### src/rtl/arb2_ctrl.sv
// Purpose: two-requester arbiter for the shared y/z datapath; A has static priority, B is forced in after STARVE A wins.
// Latency: a request sampled in IDLE is granted after the next edge; each grant is followed by a RELEASE cycle and an IDLE cycle.
// Backpressure: no preemption; the owner holds until done, until its request drops, or until the TIMEOUT hold limit.
module arb2_ctrl #(
    parameter int unsigned TIMEOUT = 8,
    parameter int unsigned STARVE  = 2
) (
    input  logic       clk,
    input  logic       rst,
    input  logic       req_a,
    input  logic       req_b,
    input  logic       done,
    output logic [1:0] gnt,
    output logic       busy,
    output logic       timeout
);

    typedef enum logic [1:0] {
        IDLE    = 2'd0,
        OWN_A   = 2'd1,
        OWN_B   = 2'd2,
        RELEASE = 2'd3
    } state_t;

    localparam logic [3:0] STARVE_MAX = 4'(STARVE);
    localparam logic [7:0] HOLD_LAST  = 8'(TIMEOUT - 1);

    state_t     state_q, state_d;
    logic [3:0] starve_cnt_q, starve_cnt_d;
    logic [7:0] hold_cnt_q, hold_cnt_d;
    logic       timeout_q, timeout_d;
    logic       owner_req;

    // Next-state, counter and timeout-pulse computation.
    always_comb begin
        state_d      = state_q;
        starve_cnt_d = starve_cnt_q;
        hold_cnt_d   = hold_cnt_q;
        timeout_d    = 1'b0;
        owner_req    = 1'b0;
        case (state_q)
            IDLE: begin
                // Hold counter is zeroed here so it reads 0 in the first owned cycle.
                hold_cnt_d = 8'd0;
                if (req_a && (!req_b || starve_cnt_q < STARVE_MAX)) begin
                    state_d = OWN_A;
                    // Only A wins that made B wait count toward starvation.
                    if (req_b && starve_cnt_q < STARVE_MAX) begin
                        starve_cnt_d = starve_cnt_q + 4'd1;
                    end
                end else if (req_b) begin
                    state_d      = OWN_B;
                    starve_cnt_d = 4'd0;
                end
            end
            OWN_A, OWN_B: begin
                owner_req  = (state_q == OWN_A) ? req_a : req_b;
                hold_cnt_d = hold_cnt_q + 8'd1;
                // A normal release wins over the hold limit, so no timeout pulse then.
                if (done || !owner_req) begin
                    state_d = RELEASE;
                end else if (hold_cnt_q == HOLD_LAST) begin
                    state_d   = RELEASE;
                    timeout_d = 1'b1;
                end
            end
            RELEASE: begin
                state_d = IDLE;
            end
            default: begin
                state_d = IDLE;
            end
        endcase
    end

    // State and counter registers; reset drops any grant at once.
    always_ff @(posedge clk or posedge rst) begin
        if (rst) begin
            state_q      <= IDLE;
            starve_cnt_q <= 4'd0;
            hold_cnt_q   <= 8'd0;
            timeout_q    <= 1'b0;
        end else begin
            state_q      <= state_d;
            starve_cnt_q <= starve_cnt_d;
            hold_cnt_q   <= hold_cnt_d;
            timeout_q    <= timeout_d;
        end
    end

    // Outputs decode straight from registered state, so they are glitch-free and never 11.
    always_comb begin
        gnt     = 2'b00;
        busy    = (state_q != IDLE);
        timeout = timeout_q;
        if (state_q == OWN_A) begin
            gnt = 2'b01;
        end else if (state_q == OWN_B) begin
            gnt = 2'b10;
        end
    end

endmodule

### config.mk
export PLATFORM = sky130hd
export DESIGN_NAME = arb2_ctrl
export DESIGN_NICKNAME = d
export VERILOG_FILES = /design/src/rtl/arb2_ctrl.sv
export SDC_FILE = /design/constraint.sdc
export NUM_CORES = 1
export LEC_CHECK = 0
export BUFFER_PORTS_ARGS = -buffer_cell sky130_fd_sc_hd__buf_2
export CORE_MARGIN = 10
export CORE_UTILIZATION = 54
export CTS_BUF_LIST = sky130_fd_sc_hd__clkbuf_8
export DETAILED_ROUTE_END_ITERATION = 12
export PLACE_DENSITY = 0.86
export SLEW_MARGIN = 15
export SYNTH_ARGS = -nofsm -noshare
export SYNTH_HDL_FRONTEND = slang
export SYNTH_SLANG_ARGS = --single-unit
### constraint.sdc
create_clock -name clk -period 2.95 [get_ports clk]
set_clock_uncertainty 0.2 [all_clocks]
set_input_delay 0.4425 -clock clk [delete_from_list [all_inputs] [get_ports clk]]
set_output_delay 0.4425 -clock clk [all_outputs]
set_load 0.03 [all_outputs]
---- After elaboration in Yosys (flattened, before gate mapping) ----
Index checks and enable logic that the tools add are counted.
storage, ports and cells
  flip-flop bits (word level) ............. 15
  bits in latches ......................... 0
  RAM bits ................................ 0
  ROM bits ................................ 0
  input bits .............................. 5
  output and inout bits ................... 4
  memories ................................ 0
operators by class
  add/subtract/negate cells ............... 2
  multipliers ............................. 0
  divide/modulo/power cells ............... 0
  $lt $le $gt $ge ......................... 1
  equal/unequal tests ..................... 7
  shift-type cells ........................ 0
  muxes and demuxes ....................... 15
  bitwise logic cells ..................... 0
  reduce and logical (&&, ||, !) cells .... 13
operators with widths
  kind                 count
  $pmux 8 s2           1
  $mux 2               6
  $mux 4               3
  $add 8x1->8 const B  1
  $eq 8x3->1 const B   1
  $ne 3x3->1 const B   2
  $pmux 2 s3           1
  $reduce_bool 2->1    3
  $add 4x1->4 const B  1
  $eq 2x2->1 const B   2
  $lt 4x2->1 const B   1
  $mux 1               4
  $reduce_and 3->1     1
  $eq 2x1->1 const B   1
  $logic_and 1x1->1    2
  $logic_not 1->1      2
  $logic_not 2->1      1
  $logic_or 1x1->1     2
  $ne 2x1->1 const B   1
  $reduce_and 2->1     1
  $reduce_or 2->1      1

---- Longest topological paths before layout ----
  depth in word-level cells ............... 6
  gate-level depth with buffers ........... 6

---- Worst setup path after synthesis ----
OpenSTA, ideal clock, no wires.
  path type ............................... register -> register
  start point ............................. register hold_cnt_q[4]
  end point ............................... register state_q[1]
  data arrival time ....................... 1.773 ns
  required time ........................... 2.622 ns
  setup slack ............................. 0.850 ns
  stages on the path, launching flop included .. 5
  path buffers ............................ 0
  period minus slack after synthesis ...... 2.100 ns
  cells stage by stage .................... dfrtp_1 > or4_1 > or3_1 > a22oi_2 > mux2_1
between the ends
  word-level cells in the longest chain between the ends .. 3
RTL lines
  element                     line  text
  start, declared             30    logic [7:0] hold_cnt_q, hold_cnt_d;
  start signal, assigned      86    hold_cnt_q <= hold_cnt_d;
  $eq 8x3->1                  62    end else if (hold_cnt_q == HOLD_LAST) begin
  $ne 3x3->1 (no line)        --
  $reduce_and 2->1 (no line)  --
  end signal, assigned        84    state_q <= state_d;
  end, declared               28    state_t state_q, state_d;
Every way passes these cells.
A chain may end at the register's enable or synchronous reset.

---- Worst setup path in the final report ----
Same ends and word-level chain as after synthesis.

==> out/summary.txt <==
Crit path cell chain -> or4_1 > or3_1 > a22oi_2 > mux2_1
Setup_tns -> 0 ns
Initial antenna violation count -> 0
Fmax -> 453 MHz
Core footprint -> 0.00147 mm²
CP Capture Type -> flop
ANT nets after route -> 0
Largest net degree at the start of global routing -> 16
Row cnt -> 14
Yosys top cell area share -> 0.453
Maximum buffer depth of the clock tree -> 2
Peak supply drop -> 0.000695 V
CTS clk-pin slew, worst paths -> 0.06 ns
Fin crit share -> 0.749
Worst-Margin Slew -> 0.546 ns
Post-Syn Instances -> 86
Die area -> 0.00350 mm²
CP max stage delay -> 0.53 ns
Syn_area_per_cell -> 9.63 µm²
Area leader, netlist -> dfrtp_1
Post-Route Utilization -> 0.629
Pwr dens -> 955 mW/mm²
EDFF count, synth -> 0
Post-Syn Area -> 828 µm²
Status -> complete, no violations
Max-cap violations -> 0
Crit path max fanout -> 5
Placed cell area -> 881 µm²
Io pins -> 9
Port bufs -> 8
Layout Cell Area excl Fill -> 926 µm²
Synth top cells by count -> 15 x dfrtp_1, 13 x nand2_1, 7 x ha_1, 7 x o21ai_0, 6 x inv_1
Net switching fraction of the power -> 0.420
Count leader, synth -> dfrtp_1
TritonCTS Sinks -> 15
CTS resizes -> 0
Switching power total -> 0.000371 W
Remaining global-route overflow -> 0
DR DRC count -> 0
Nets -> 109
Sequential fraction of the synthesis area -> 0.453
LEAKAGE -> 0.462 nW
Crit-path slowest cell -> or4_1
Die X -> 59.2 µm
Final Setup Violations -> 0
Vias after detailed routing -> 646
RSZ-0062 raised after global routing -> false
Final wirelength -> 1680 µm
Max-slew violations -> 0
Post-CTS Hold Buffers -> 0
Root buffer cell -> clkbuf_8
CTS buffer count -> 3
Overall global routing resource usage -> 0.105
Synth unique cells -> 27
DR WL/cell -> 15.0 µm
Critical path class -> reg2reg
Post-Synthesis Net Count -> 98
Arr. time, crit path -> 2.13 ns
Post-CTS Repair Setup Buffers -> 0
Clock share of power -> 0.177
Die Y -> 59.2 µm
Ys Warns -> 0
H-tree levels -> 1
Comb pwr share -> 0.480
First-pass DRT Iterations -> 4
Final hold violations -> 0
Effective utilization at floorplan -> 0.563
Rel. slew slack -> 0.635
Critical Path RT -> 2.87 ns
Ys flop type -> dfrtp_1
GPL Wtd Cong -> 0.779
First-pass GRT wire length -> 2830 µm
Vias per inst -> 5.77
Diodes inserted -> 0
Post-detail-place hpwl -> 1220 µm
TritonCTS clock tree -> yes
Flop pwr share -> 0.342
Layout cells sized above 1 -> 0.125
Area grow syn2layout -> 11.8%
Crit start category -> flop
Tmin final -> 2.21 ns
Clock latency on the worst-skew pair -> 0.24 ns
Ranking of synthesized cells by area -> dfrtp_1 45%, ha_1 11%, nand2_1 5.9%
#FFs+latches synth -> 15
Worst Hold Class -> in2async
Ys async rst share -> 1.00
Vias in the first global route -> 664
DRT iter0 DRCs -> 17
Internal Power -> 0.000513 W
Minimum hold slack -> 0.0331 ns
[worst paths after layout]
path / from / to / slack (ns) / cells past startpoint
min reg2reg: starve_cnt_q[3]$_DFFE_PP0P_ / starve_cnt_q[3]$_DFFE_PP0P_ / 0.29 / 1
max in group asynchronous: rst / state_q[0]$_DFFE_PP0P_ / 2.16 / 2
max reg2reg: hold_cnt_q[4]$_DFFE_PP0P_ / state_q[1]$_DFFE_PP0P_ / 0.74 / 4
min: rst / hold_cnt_q[1]$_DFFE_PP0P_ / 0.03 / 2
min in group clk: done / timeout$_DFF_PP0_ / 0.18 / 2
max: hold_cnt_q[4]$_DFFE_PP0P_ / state_q[1]$_DFFE_PP0P_ / 0.74 / 4
[final cells by class]
class	instances	area, µm²
multi-input combinational	63	423
sequential	15	375
fill	132	546
clock inverter	1	3.75
timing repair buffer	8	40.0
tap	16	20.0
inverter	6	22.5
clock buffer	3	41.3
[worst max-delay path, delay by kind of cell, from the launching register on]
kind            cells  cell delay [ns]
compound gates      1             0.24
simple gates        2             0.88
flops               1             0.42
mux                 1             0.35
[power by group through the flow]
stage          clock [W]  combinational, W  sequential [W]
2_1_floorplan          0          0.000341        0.000291
3_3_place_gp           0          0.000403        0.000300
3_5_place_dp           0          0.000423        0.000304
4_1_cts         0.000160          0.000427        0.000301
5_1_grt         0.000169          0.000474        0.000309
6_report        0.000157          0.000425        0.000303
[routing by layer]
layer	GRT usage	up-vias	routed length (µm)
met5	0	-	0
met4	0.0393	0	14
met3	0.0408	2	78
li1	-	316	-
met2	0.188	15	914
met1	0.106	313	667
[cell families after synthesis]
family	share of synthesized area
AO/OA/AOI/OAI	0.131
buffers and inverters	0.0363
XOR/XNOR	0.0212
AND/OR/NAND/NOR	0.202
flip-flops	0.453
multiplexers	0.0498
adder cells (fa/ha/maj)	0.106
[metrics by stage]
step	std cells	total power, W	worst slack [ns]
after floorplan	86	0.000632	0.850
after global placement	108	0.000703	0.814
after detailed placement	108	0.000727	0.769
after CTS	112	0.000888	0.743
after global routing	112	0.000952	0.669
final	112	0.000884	0.741
[layout by cell type (no fill, tap or decap), types with 2 or more instances in the layout]
| master | netlist | final |
|---|---|---|
| ha_1 | 7 | 7 |
| nor2_1 | 5 | 5 |
| nor3_1 | 3 | 3 |
| inv_1 | 6 | 7 |
| nor2b_1 | 2 | 2 |
| xnor2_1 | 2 | 2 |
| dfrtp_1 | 15 | 15 |
| mux2i_1 | 3 | 3 |
| a21o_1 | 2 | 2 |
| buf_2 | 0 | 8 |
| nand2_1 | 13 | 13 |
| a22o_1 | 3 | 3 |
| nand3_1 | 2 | 2 |
| or4_1 | 2 | 2 |
| clkbuf_8 | 0 | 3 |
| o21ai_0 | 7 | 7 |
[sequential cells by signal, indices dropped and copies added, names as in the netlist]
register and cells:
starve_cnt_q 4, hold_cnt_q 8, timeout 1, state_q 2
Power figures use the tool's default switching activity.
